`config.mk`:
```
export PLATFORM = sky130hd
export DESIGN_NAME = slave_spi
export DESIGN_NICKNAME = d
export VERILOG_FILES = /design/src/rtl/slave_spi.sv
export SDC_FILE = /design/constraint.sdc
export NUM_CORES = 1
export LEC_CHECK = 0
export ABC_CLOCK_PERIOD_IN_PS = 3010
export BUFFER_PORTS_ARGS = -buffer_cell sky130_fd_sc_hd__buf_2
export CAP_MARGIN = 20
export CORE_MARGIN = 4
export CORE_UTILIZATION = 30
export CTS_CLUSTER_DIAMETER = 100
export DETAILED_ROUTE_END_ITERATION = 6
export PLACE_DENSITY = 0.46
export SLEW_MARGIN = 20
export SYNTH_ARGS = -nofsm -noshare
export SYNTH_HDL_FRONTEND = slang
export SYNTH_SLANG_ARGS = --single-unit
```
`constraint.sdc`:
```
create_clock -name clk -period 3.01 [get_ports clk]
set_input_delay 0.301 -clock clk [delete_from_list [all_inputs] [get_ports clk]]
set_output_delay 0.301 -clock clk [all_outputs]
set_load 0.01 [all_outputs]
```
`src/rtl/slave_spi.sv`:
```
// SPI mode-0 slave: synchronizes SCLK/SS/MOSI into clk, shifts WIDTH-bit words both ways.
// Optional macro SLAVE_SPI_LSB_FIRST_EN switches both directions to LSB first (default MSB first).
module slave_spi #(
  parameter int WIDTH = 8
) (
  input  logic             clk,
  input  logic             rst,
  input  logic             SCLK,
  input  logic             SS,
  input  logic             MOSI,
  output logic             MISO,
  input  logic [WIDTH-1:0] tx_data,
  input  logic             tx_valid,
  output logic             tx_ready,
  output logic [WIDTH-1:0] rx_data,
  output logic             rx_valid,
  output logic             tx_underrun,
  output logic             frame_abort
);

  localparam int CW = $clog2(WIDTH);
  localparam logic [CW-1:0] LAST = CW'(WIDTH - 1);

  typedef enum logic {IDLE, SHIFT} state_t;

  state_t           state, state_nxt;
  logic [2:0]       sclk_sr, ss_sr, mosi_sr;
  logic [CW-1:0]    cnt;
  logic [CW-1:0]    idx;
  logic [WIDTH-1:0] tx_sh, rx_sh, rx_nxt, hold_dat;
  logic             hold_full;
  logic             first_bit;
  logic             sclk_rise, sclk_fall, ss_fall, ss_rise;
  logic             word_start, rise_act, fall_act, frame_end, abort;

  // Index [1] is the synchronized value, [2] the history flop for edge detection.
  assign sclk_rise = sclk_sr[1] & ~sclk_sr[2];
  assign sclk_fall = ~sclk_sr[1] & sclk_sr[2];
  assign ss_fall   = ~ss_sr[1] & ss_sr[2];
  assign ss_rise   = ss_sr[1] & ~ss_sr[2];
  assign tx_ready  = ~hold_full;

  // The shift register holds the word in place; the bit counter picks the bit for MISO,
  // so the falling edge right after a word boundary re-presents the new word's first bit.
`ifdef SLAVE_SPI_LSB_FIRST_EN
  assign idx       = cnt;
  assign rx_nxt    = {mosi_sr[1], rx_sh[WIDTH-1:1]};
  assign first_bit = hold_dat[0];
`else
  assign idx       = LAST - cnt;
  assign rx_nxt    = {rx_sh[WIDTH-2:0], mosi_sr[1]};
  assign first_bit = hold_dat[WIDTH-1];
`endif

  always_comb begin
    state_nxt  = state;
    word_start = 1'b0;
    rise_act   = 1'b0;
    fall_act   = 1'b0;
    frame_end  = 1'b0;
    abort      = 1'b0;
    case (state)
      IDLE: begin
        if (ss_fall) begin
          state_nxt  = SHIFT;
          word_start = 1'b1;
        end
      end
      SHIFT: begin
        if (ss_rise) begin
          state_nxt = IDLE;
          frame_end = 1'b1;
          abort     = (cnt != '0);
        end else begin
          rise_act   = sclk_rise;
          fall_act   = sclk_fall;
          word_start = sclk_rise && (cnt == LAST);
        end
      end
      default: state_nxt = IDLE;
    endcase
  end

  always_ff @(posedge clk) begin
    if (rst) begin
      state       <= IDLE;
      sclk_sr     <= 3'b000;
      ss_sr       <= 3'b111;
      mosi_sr     <= 3'b000;
      cnt         <= '0;
      tx_sh       <= '0;
      rx_sh       <= '0;
      rx_data     <= '0;
      hold_dat    <= '0;
      hold_full   <= 1'b0;
      MISO        <= 1'b0;
      rx_valid    <= 1'b0;
      tx_underrun <= 1'b0;
      frame_abort <= 1'b0;
    end else begin
      state       <= state_nxt;
      sclk_sr     <= {sclk_sr[1:0], SCLK};
      ss_sr       <= {ss_sr[1:0], SS};
      mosi_sr     <= {mosi_sr[1:0], MOSI};
      rx_valid    <= 1'b0;
      tx_underrun <= 1'b0;
      frame_abort <= abort;

      if (rise_act) begin
        cnt   <= (cnt == LAST) ? '0 : cnt + 1'b1;
        rx_sh <= rx_nxt;
        if (cnt == LAST) begin
          rx_data  <= rx_nxt;
          rx_valid <= 1'b1;
        end
      end
      if (frame_end) cnt <= '0;

      if (fall_act) MISO <= tx_sh[idx];

      if (word_start) begin
        tx_sh       <= hold_full ? hold_dat : '0;
        MISO        <= hold_full & first_bit;
        tx_underrun <= ~hold_full;
        hold_full   <= 1'b0;
      end
      // A handshake in a boundary cycle lands after the boundary has taken the old word.
      if (tx_valid && !hold_full) begin
        hold_dat  <= tx_data;
        hold_full <= 1'b1;
      end

      if (state_nxt == IDLE) MISO <= 1'b0;
    end
  end

endmodule

```
---- Word level (Yosys, flattened, before mapping) ----
Cells that the tools add are included.
operators by class
  $add $sub $neg .......................... 2
  magnitude comparators ................... 1
  equal/unequal tests ..................... 1
  multiplexer cells ....................... 20
  bitwise operators ....................... 15
  reduce and logical (&&, ||, !) cells .... 12
operator list
  cell                                                                          count
  1-bit 2-to-1 mux                                                              15
  1-bit inverter                                                                10
  8-bit 2-to-1 mux                                                              1
  2-bit OR reduction                                                            4
  1-bit bitwise AND                                                             5
  3-bit by 4-bit less-than comparator with 1-bit output, second input constant  1
  1-bit one-hot mux with 2 select lines                                         2
  2-bit nonzero test                                                            2
  3-bit by 1-bit adder with 3-bit output, second input constant                 1
  1-bit binary-select mux with 3-bit select                                     1
  3-bit equality test, second input constant                                    1
  3-bit 2-to-1 mux                                                              1
  3-bit nonzero test                                                            1
  3-bit OR reduction                                                            1
  3-bit subtractor, first input constant                                        1
  1-bit logical AND                                                             2
  2-bit AND reduction                                                           1
  1-bit zero test                                                               1
storage, ports and cells
  register bits after elaboration ......... 48
  input bits .............................. 14
  output and inout bits ................... 13
  logic and storage cells ................. 65

---- Logic depth before layout (Yosys ltp) ----
Gate-level depths: netlist of the first run.
  word-level depth ........................ 7
  gate-level depth with buffers ........... 7
  depth with buffers taken out ............ 6

---- Worst setup path before layout of the first run ----
No wires, ideal clock.
  path kind ............................... register to register
  start ................................... register cnt[0]
  end ..................................... register MISO
  library setup time ...................... 0.091 ns
  arrival time ............................ 1.462 ns
  setup slack ............................. 1.457 ns
  stages on the path, launching flop included .. 7
  path through ............................ dfxtp_1 > ha_1 > ha_1 > and3b_1 > a31o_2 > nand3_1 > a311oi_1
between the ends
  cells in the longest elaborated chain, start to end .. 5
  elaborated cells on any way between the ends .. 10
RTL lines
  item                                                                            line     source
  start: declaration                                                              28       logic [CW-1:0] cnt;
  start signal: assignment                                                        110      cnt <= (cnt == LAST) ? '0 : cnt + 1'b1;
  3-bit subtractor or 3-bit equality test (tied branches)                         50, 77
  1-bit binary-select mux with 3-bit select or 1-bit logical AND (tied branches)  119, 77
  1-bit 2-to-1 mux (on tied branches)                                             119, 70
  1-bit 2-to-1 mux or 1-bit one-hot mux with 2 select lines (tied branches)       119, 62
  1-bit 2-to-1 mux or 2-bit nonzero test (tied branches)                          --
  end signal: assignment                                                          119      if (fall_act) MISO <= tx_sh[idx];
  end signal: assignment                                                          123      MISO <= hold_full & first_bit;
  end: declaration                                                                11       output logic MISO,
Several ways; a longest one is shown, not always the timed one. The select of a mux whose other input is x is not followed.
A chain may end at the register's enable or synchronous reset.

---- Final worst setup path of the first run ----
Ends and elaborated chain as after synthesis.

==> flow_metrics.tcl, run 1 <==
set metrics [dict create \
    slew_viol_final 0 \
    synthSimpleGateAreaFrac 0.1948 \
    worst_r2r_endpoint "MISO" \
    powerDensity_mw_per_mm2 584.1 \
    grt_usage 0.1048 \
    worst_pin_slew_ns 0.9245 \
    worstPathRequired_ns 3.22 \
    clkLatencyLatePin_ns 0.30 \
    antenna_left 0 \
    wl_mm 3.550 \
    synth_fa_ha_area_frac 0.02058 \
    hold_path.class "input pin to flip-flop" \
    cts_buffer_depth 2 \
    clock-sinks 48 \
    dieArea_mm2 0.007393 \
    hold_buffers 0 \
    crit_type "flip-flop to flip-flop" \
    max_stage_delay_ns 0.71 \
    crit_fanout 11 \
    vias 1301 \
    syn_to_final_growth_pct 17.49 \
    syn-cell-area_mm2 0.001824 \
    hold_path_depth 2 \
    yosys_register_bits 48 \
    clk_pin_slew_worst_paths_ns 0.08 \
    cts_setup_buffers 0 \
    final_cell_mix "dfxtp_1, nand2_1, buf_2" \
    die_h_um 85.98 \
    reg2regPathDepth 6 \
    dieWidth_um 85.98 \
    initial_core_util 0.3081 \
    fmax_mhz 462.0 \
    leakage_uw 0.0009825 \
    fin_util 0.3620 \
    rsz0062_at_grt "no" \
    diodes 0 \
    synth_nets 209 \
    synth_xor_area_frac 0 \
    setup_viol 0 \
    cap_viol_max_count 0 \
    synth_top_family_by_area "simple AND/OR/NAND/NOR gates" \
    cts_root_buffer "clkbuf_8" \
    tns_ns 0 \
    crit_slowest_cell "a31oi_1" \
    post-route-min-period_ns 2.164 \
    final_nets 233 \
    crit_buf_inv 0 \
    placed_cells 284 \
    rrSetupSlack_ns 0.85 \
    path_cells "ha_1 > ha_1 > and3b_1 > a31oi_1 > nand2_1 > a311oi_1" \
    timing.rr.start "cnt[0]" \
    gp_congestion 0.7433 \
    pin_count 27 \
    num_rows 28 \
    drtIter0Drc 56 \
    postSynthCellCount 192 \
    syn_avg_cell_area_um2 9.501 \
    drc 0 \
    fin_skew_ns 0.007453 \
    post_cts_resized 0 \
    muxShareOfSynthArea 0.1283 \
    crit_family "compound AO/OA/AOI/OAI gates" \
    cts_made_buffers 5 \
    synth_compound_area_frac 0.08642 \
    final_common_cell "dfxtp_1" \
    critPathLaunchType "flip-flop" \
    core_mm2 0.005921 \
    cts_tree "done" \
    finalNonFillerCells 291 \
    grt_pass1_wl_mm 6.134 \
    drt_first_pass_iters 4 \
    h-tree-depth 2 \
    drive_above_1_share 0.1944 \
    final_hold_viol_count 0 \
    cp_common_cell "ha_1" \
    grt_max_degree 31 \
    cp-end-kind "flip-flop" \
    min_from "SS" \
    first_global_vias 1326 \
    status "completed" \
    hold_end "ss_sr[0]" \
    grt_antenna_before_repair 0 \
    yosysWarnings 0 \
    seq_area_frac_synth 0.5267 \
    io_buffers 26 \
    grt-ovfl-total 0 \
    vias_per_cell 4.471 \
    max_slew_margin 0.3808 \
    wl_per_cell_um 12.20 \
    vdd_ir_drop_max_mv 0.2180 \
    min_period_over_period 0.7190 \
    yosysUniqueCellTypes 33 \
    dp_hpwl_mm 2.454 \
    crit_arrival_ns 2.37 \
]
power breakdown:
part	switching (µW)	total, µW	internal (µW)
sequential	11.4	660	648
clock	210	537	327
combinational	32.8	54.6	21.8
total	255	1250	997
stage by stage:
stage	cell area, µm²	setup WS, ns	hold slack (ns)	total power [µW]
2_1_floorplan	1824	1.457	0.3895	710.7
3_3_place_gp	2014	0.9631	0.3950	730.2
3_5_place_dp	2014	0.8261	0.3994	730.6
4_1_cts	2143	0.8121	0.1811	1269
5_1_grt	2143	0.6866	0.1995	1305
6_report	2143	0.8457	0.1868	1252
sequential cells by signal (all words and copies together) (netlist names), 2 cells and up:
signal,flops
tx_sh,8
hold_dat,8
ss_sr,3
sclk_sr,3
cnt,3
mosi_sr,2
rx_sh,7
rx_data,8
worst max-delay path by stage:
stage / slack [ns] / end / from / cells past startpoint
CTS: 0.81 / MISO / cnt[0] / 6
floorplan: 1.46 / MISO / cnt[0] / 6
finish: 0.85 / MISO / cnt[0] / 6
global placement: 0.96 / MISO / cnt[0] / 6
global route: 0.69 / MISO / cnt[0] / 6
detailed placement: 0.83 / MISO / cnt[0] / 6
metal layers:
metal / up-vias / wire, µm / track usage
li1: 690 / - / -
met1: 585 / 1914 / 0.1395
met2: 19 / 1451 / 0.1570
met3: 7 / 126 / 0.03554
met4: 0 / 58 / 0.03885
met5: - / 0 / 0
logic make-up (layout without fill, tap and decap cells):
group / after synthesis / after routing
flops: 48 / 48
fa+ha+maj: 3 / 3
compound gates: 27 / 27
mux: 20 / 20
buf+inv: 19 / 43
simple gates: 75 / 75
synthesized netlist by cell type:
| cell type | n | area share |
|---|---|---|
| nand2_1 | 28 | 0.058 |
| or3_1 | 1 | 0.0034 |
| nand2b_1 | 3 | 0.010 |
| a2111oi_0 | 1 | 0.0048 |
| buf_2 | 1 | 0.0027 |
| o211a_1 | 1 | 0.0055 |
| o21ai_0 | 1 | 0.0027 |
| a311oi_1 | 1 | 0.0048 |
| mux2_2 | 1 | 0.0062 |
| a31o_2 | 1 | 0.0048 |
| a31oi_1 | 1 | 0.0034 |
| clkbuf_2 | 2 | 0.0055 |
| and2_1 | 1 | 0.0034 |
| mux4_1 | 2 | 0.029 |
| nor2b_1 | 6 | 0.021 |
| and3b_1 | 1 | 0.0048 |
| dfxtp_1 | 48 | 0.53 |
| o21bai_1 | 1 | 0.0041 |
| nor3_1 | 1 | 0.0027 |
| nor3b_1 | 1 | 0.0041 |
| nand4_2 | 1 | 0.0069 |
| a21oi_1 | 19 | 0.052 |
| or2_2 | 3 | 0.010 |
| nor3b_2 | 1 | 0.0069 |
| ha_1 | 3 | 0.021 |
| mux2i_1 | 17 | 0.093 |
| buf_1 | 1 | 0.0021 |
| inv_1 | 8 | 0.016 |
| nand3_1 | 9 | 0.025 |
| buf_4 | 1 | 0.0041 |
| clkbuf_1 | 6 | 0.012 |
| nor2_1 | 19 | 0.039 |
| a21o_1 | 1 | 0.0041 |
area by class of cell:
class / instances / area [µm²]
fill: 606 / 3777
sequential: 48 / 960.9
multi-input combinational: 125 / 784.5
timing repair buffer: 28 / 145.1
tap: 75 / 93.84
clock buffer: 5 / 68.82
clock inverter: 2 / 60.06
inverter: 8 / 30.03
Power figures use the tool's default switching activity.
==> run 2, diff against run 1 <==
- ABC_CLOCK_PERIOD_IN_PS: 3010 -> 1800
- PLACE_DENSITY: 0.46 -> 0.48
- clock period: 3.01 -> 1.8 ns (I/O delays scaled with it)
==> run 2 against run 1 <==
Total power rose by 50%. Clock power is 25% higher. Register-to-register slack worse by 0.75 ns. Routed wire length is 2.2% lower. Design area is 0.58% higher. Hold slack got worse by 0.12 ns. Via count increased by 1.2%. Sequential cell count stayed put. Sequential share of layout area down 0.20 points. Largest power group unchanged.
==> flow_metrics.tcl, run 2 (same netlist as run 1, synthesis figures left out) <==
set metrics [dict create \
    status "completed" \
    cts_buffer_depth 2 \
    startpoint "cnt[0]" \
    die_h_um 85.98 \
    final_common_cell "dfxtp_1" \
    clkLatencyLatePin_ns 0.29 \
    vias 1316 \
    use_met2 0.1514 \
    grt_use_met1 0.1369 \
    grt_antenna_before_repair 0 \
    clk_pin_slew_worst_paths_ns 0.08 \
    wl_mm 3.473 \
    switching_power_uw 405.5 \
    vdd_ir_drop_max_mv 0.3284 \
    first_global_vias 1318 \
    grt-ovfl-total 0 \
    rrSetupSlack_ns 0.10 \
    worstPathRequired_ns 2.01 \
    critPathLaunchType "flip-flop" \
    max_stage_delay_ns 0.38 \
    fill_cells 628 \
    cp-end-kind "flip-flop" \
    drt_first_pass_iters 4 \
    clock_power_share 0.358 \
    initial_core_util 0.3081 \
    max_slew_margin 0.7078 \
    worst_r2r_endpoint "MISO" \
    drc 0 \
    rsz0062_at_grt "no" \
    critical_path_depth 6 \
    cts_root_buffer "clkbuf_8" \
    clock-sinks 48 \
    grt_pass1_wl_mm 6.044 \
    diodes 0 \
    antenna_left 0 \
    crit_arrival_ns 1.91 \
    crit_fanout 8 \
    endpoint "MISO" \
    hold_buffers 0 \
    core_mm2 0.005921 \
    pin_count 27 \
    drive_above_1_share 0.2217 \
    hold_path.class "input pin to flip-flop" \
    grt_usage 0.1036 \
    slew_viol_final 0 \
    gp_congestion 0.7391 \
    vias_per_cell 4.446 \
    powerDensity_mw_per_mm2 870.6 \
    final_cell_area_mm2 0.002156 \
    fin_skew_ns 0.001463 \
    largestRegisters "hold_dat: 8 flops, rx_data: 8 flops, tx_sh: 8 flops" \
    syn_to_final_growth_pct 18.18 \
    wl_per_cell_um 11.73 \
    pwr-share-seq 0.587 \
    busiest_layer "met2" \
    min_period_over_period 0.9441 \
    met3_usage 0.03554 \
    cts_made_buffers 5 \
    reg2regPathDepth 6 \
    hold_path_depth 2 \
    num_rows 28 \
    post-route-min-period_ns 1.699 \
    final_cell_mix "dfxtp_1, nand2_1, buf_2" \
    timing.rr.start "cnt[0]" \
    cap_viol_max_count 0 \
    path_cells "ha_1 > ha_1 > and3b_1 > a31o_2 > nand3_1 > a311oi_1" \
    cp_common_cell "ha_1" \
    leakage_uw 0.0009931 \
    crit_buf_inv 0 \
    comb_power_share 0.055 \
    h-tree-depth 2 \
    crit_type "flip-flop to flip-flop" \
    p_sw_frac 0.2160 \
    setup_viol 0 \
    dieWidth_um 85.98 \
    place_area_mm2 0.002052 \
    final_hold_viol_count 0 \
    grt_max_degree 25 \
    tns_ns 0 \
    fin_util 0.3641 \
    crit_family "compound AO/OA/AOI/OAI gates" \
    intPower_uw 1471 \
    dp_hpwl_mm 2.440 \
    io_buffers 26 \
    drtIter0Drc 47 \
    fmax_mhz 588.4 \
    cts_tree "done" \
    total_power_uw 1877 \
    worst_pin_slew_ns 0.4383 \
    crit_slowest_cell "dfxtp_2" \
    dieArea_mm2 0.007393 \
    final_nets 238 \
]
-- run 2: cell types whose count changed in the layout (fill, tap and decap cells not counted), sizes merged --
cell    delta
clkbuf     +2
buf        +5
bufinv     -2
-- run 2: area by class of cell --
class | count | area [µm²] | area share
Inverter | 8 | 30.03 | 0.01393
Clock buffer | 7 | 96.34 | 0.04469
Timing Repair Buffer | 33 | 182.7 | 0.08474
Tap cell | 75 | 93.84 | 0.04353
Sequential cell | 48 | 962.2 | 0.4463
Multi-Input combinational cell | 125 | 790.8 | 0.3668
-- run 2: timing repair --
action,4_1_cts,5_1_grt
setup buffers,0,0
gates resized for setup,0,2
endpoints found under the setup margin,0,9
-- run 2: metal layers --
metal	part of all wire	vias to the layer above
met2	0.43	21
met5	0	-
li1	-	696
met4	0.022	0
met1	0.51	593
met3	0.039	6
-- run 2: power groups by stage --
stage,sequential [µW],clock (µW),combinational (µW)
floorplan,1120,0,70.4
global placement,1130,0,105
detailed placement,1130,0,104
CTS,1100,711,105
global route,1110,758,120
finish,1100,672,104
-- run 2: worst min-delay path by stage --
stage | to | start
floorplan | ss_sr[0] | SS
global placement | ss_sr[0] | SS
detailed placement | ss_sr[0] | SS
CTS | ss_sr[0] | SS
global route | ss_sr[0] | SS
finish | ss_sr[0] | SS
-- run 2: stage by stage --
step	setup slack, ns	cells	hold WS [ns]
after floorplan	0.2473	192	0.2838
after global placement	0.1437	289	0.3674
after global routing	0.001540	296	0.06079
after detailed placement	0.07369	289	0.3720
after CTS	0.06322	296	0.05593
final	0.1006	296	0.07039
-- run 2: worst register-to-register path: stages, from the launching register on --
cell	delay, ns
dfxtp_2	0.38
ha_1	0.18
ha_1	0.18
and3b_1	0.23
a31o_2	0.26
nand3_1	0.13
a311oi_1	0.26
==> run 3, diff against run 2 <==
- SETUP_SLACK_MARGIN: default -> 0.5
==> run 3 against run 2 <==
Clock skew is 0.0028 ns higher. Global-route usage rose by 0.68 points. Largest power group unchanged. Non-clock buffer count increased by 7. Largest cell class unchanged.
==> flow_metrics.tcl, run 3 (same netlist as run 1, synthesis figures left out) <==
set metrics [dict create \
    status "completed" \
    dp_hpwl_mm 2.505 \
    grt_usage 0.1104 \
    crit_arrival_ns 1.73 \
    min_period_over_period 0.8554 \
    cts_root_buffer "clkbuf_8" \
    core_mm2 0.005921 \
    cts_buffer_depth 2 \
    dieWidth_um 85.98 \
    critPathLaunchType "flip-flop" \
    final_common_cell "dfxtp_1" \
    place_area_mm2 0.002076 \
    cts_tree "done" \
    final_cell_area_mm2 0.002361 \
    grt-ovfl-total 0 \
    num_rows 28 \
    wl_per_cell_um 12.77 \
    final_hold_viol_count 0 \
    cts_made_buffers 5 \
    fin_skew_ns 0.004298 \
    syn_to_final_growth_pct 29.42 \
    grt_antenna_before_repair 0 \
    hold_buffers 0 \
    clock-sinks 48 \
    rrSetupSlack_ns 0.26 \
    final_nets 245 \
    max_slew_margin 0.7371 \
    vias 1393 \
    crit_fanout 4 \
    rsz0062_at_grt "yes" \
    diodes 0 \
    io_buffers 26 \
    gp_congestion 0.7112 \
    final_cell_mix "dfxtp_1, nand2_1, buf_2" \
    drc 0 \
    post-route-min-period_ns 1.540 \
    cp-end-kind "flip-flop" \
    drtIter0Drc 60 \
    setup_viol 0 \
    grt_max_degree 15 \
    pin_count 27 \
    wl_mm 3.869 \
    fmax_mhz 649.4 \
    clkLatencyLatePin_ns 0.29 \
    drive_above_1_share 0.3596 \
    dieArea_mm2 0.007393 \
    worstPathRequired_ns 1.99 \
    tns_ns 0 \
    grt_pass1_wl_mm 6.375 \
    slew_viol_final 0 \
    hold_ws_ns 0.06381 \
    largestRegisters "hold_dat: 8 flops, rx_data: 8 flops, tx_sh: 8 flops" \
    leakage_uw 0.001047 \
    crit_type "flip-flop to flip-flop" \
    cap_viol_max_count 0 \
    vdd_ir_drop_max_mv 0.3526 \
    antenna_left 0 \
    total_power_uw 1902 \
    clk_pin_slew_worst_paths_ns 0.08 \
    vias_per_cell 4.597 \
    first_global_vias 1343 \
    initial_core_util 0.3081 \
    worst_pin_slew_ns 0.3934 \
    hold_path.class "input pin to flip-flop" \
    powerDensity_mw_per_mm2 805.6 \
    drt_first_pass_iters 4 \
    h-tree-depth 2 \
    die_h_um 85.98 \
]
run 3: layer usage:
metal  vias to the layer above  share of wire  wire length (µm)  GRT usage
met1                       657           0.49              1896     0.1433
met2                        20           0.47              1807     0.1668
li1                        709              -                 -          -
met4                         0          0.018                69    0.05036
met3                         7          0.025                96    0.03458
met5                         -              0                 0          0
run 3: final cells by class:
class | instances | area (µm²)
fillers | 598 | 3560
flip-flops and latches | 48 | 973.4
multi-input cells | 125 | 919.6
repair buffers | 40 | 247.7
clock buffers | 7 | 96.34
well taps | 75 | 93.84
inverters | 8 | 30.03
run 3: timing repair:
| action | CTS | global route |
|---|---|---|
| buffers inserted | 6 | 0 |
| endpoints found under the setup margin | 29 | 30 |
| hold endpoints to repair | 0 | 0 |
| pin swaps | 13 | 2 |
| cloned | 1 | 1 |
| resized for setup | 16 | 17 |
run 3: power breakdown:
part	total, µW	switching [µW]	internal (µW)
combinational	117	64.3	53.0
sequential	1110	24.0	1080
clock	678	336	342
total	1900	424	1480
run 3: worst paths after layout:
kind | startpoint | to | cells past startpoint
max | cnt[0] | tx_sh[0] | 7
min | SS | ss_sr[0] | 2
max reg2reg | cnt[0] | tx_sh[0] | 7
min reg2reg | ss_sr[0] | ss_sr[1] | 1
run 3: worst max-delay path, cell delays in order, from the launching register on:
cell and delay (ns):
dfxtp_4 0.36, ha_4 0.16, ha_4 0.15, and3b_2 0.24
a31o_4 0.28, buf_6 0.13, nand3_2 0.07, a21oi_1 0.06
run 3: through the flow:
step | utilization | cells | worst slack, ns
final | 0.3988 | 303 | 0.2602
after global routing | 0.3988 | 303 | 0.1805
after CTS | 0.3861 | 302 | 0.2749
after detailed placement | 0.3506 | 288 | 0.2341
after global placement | 0.3506 | 288 | 0.2548
after floorplan | - | 192 | 0.3913
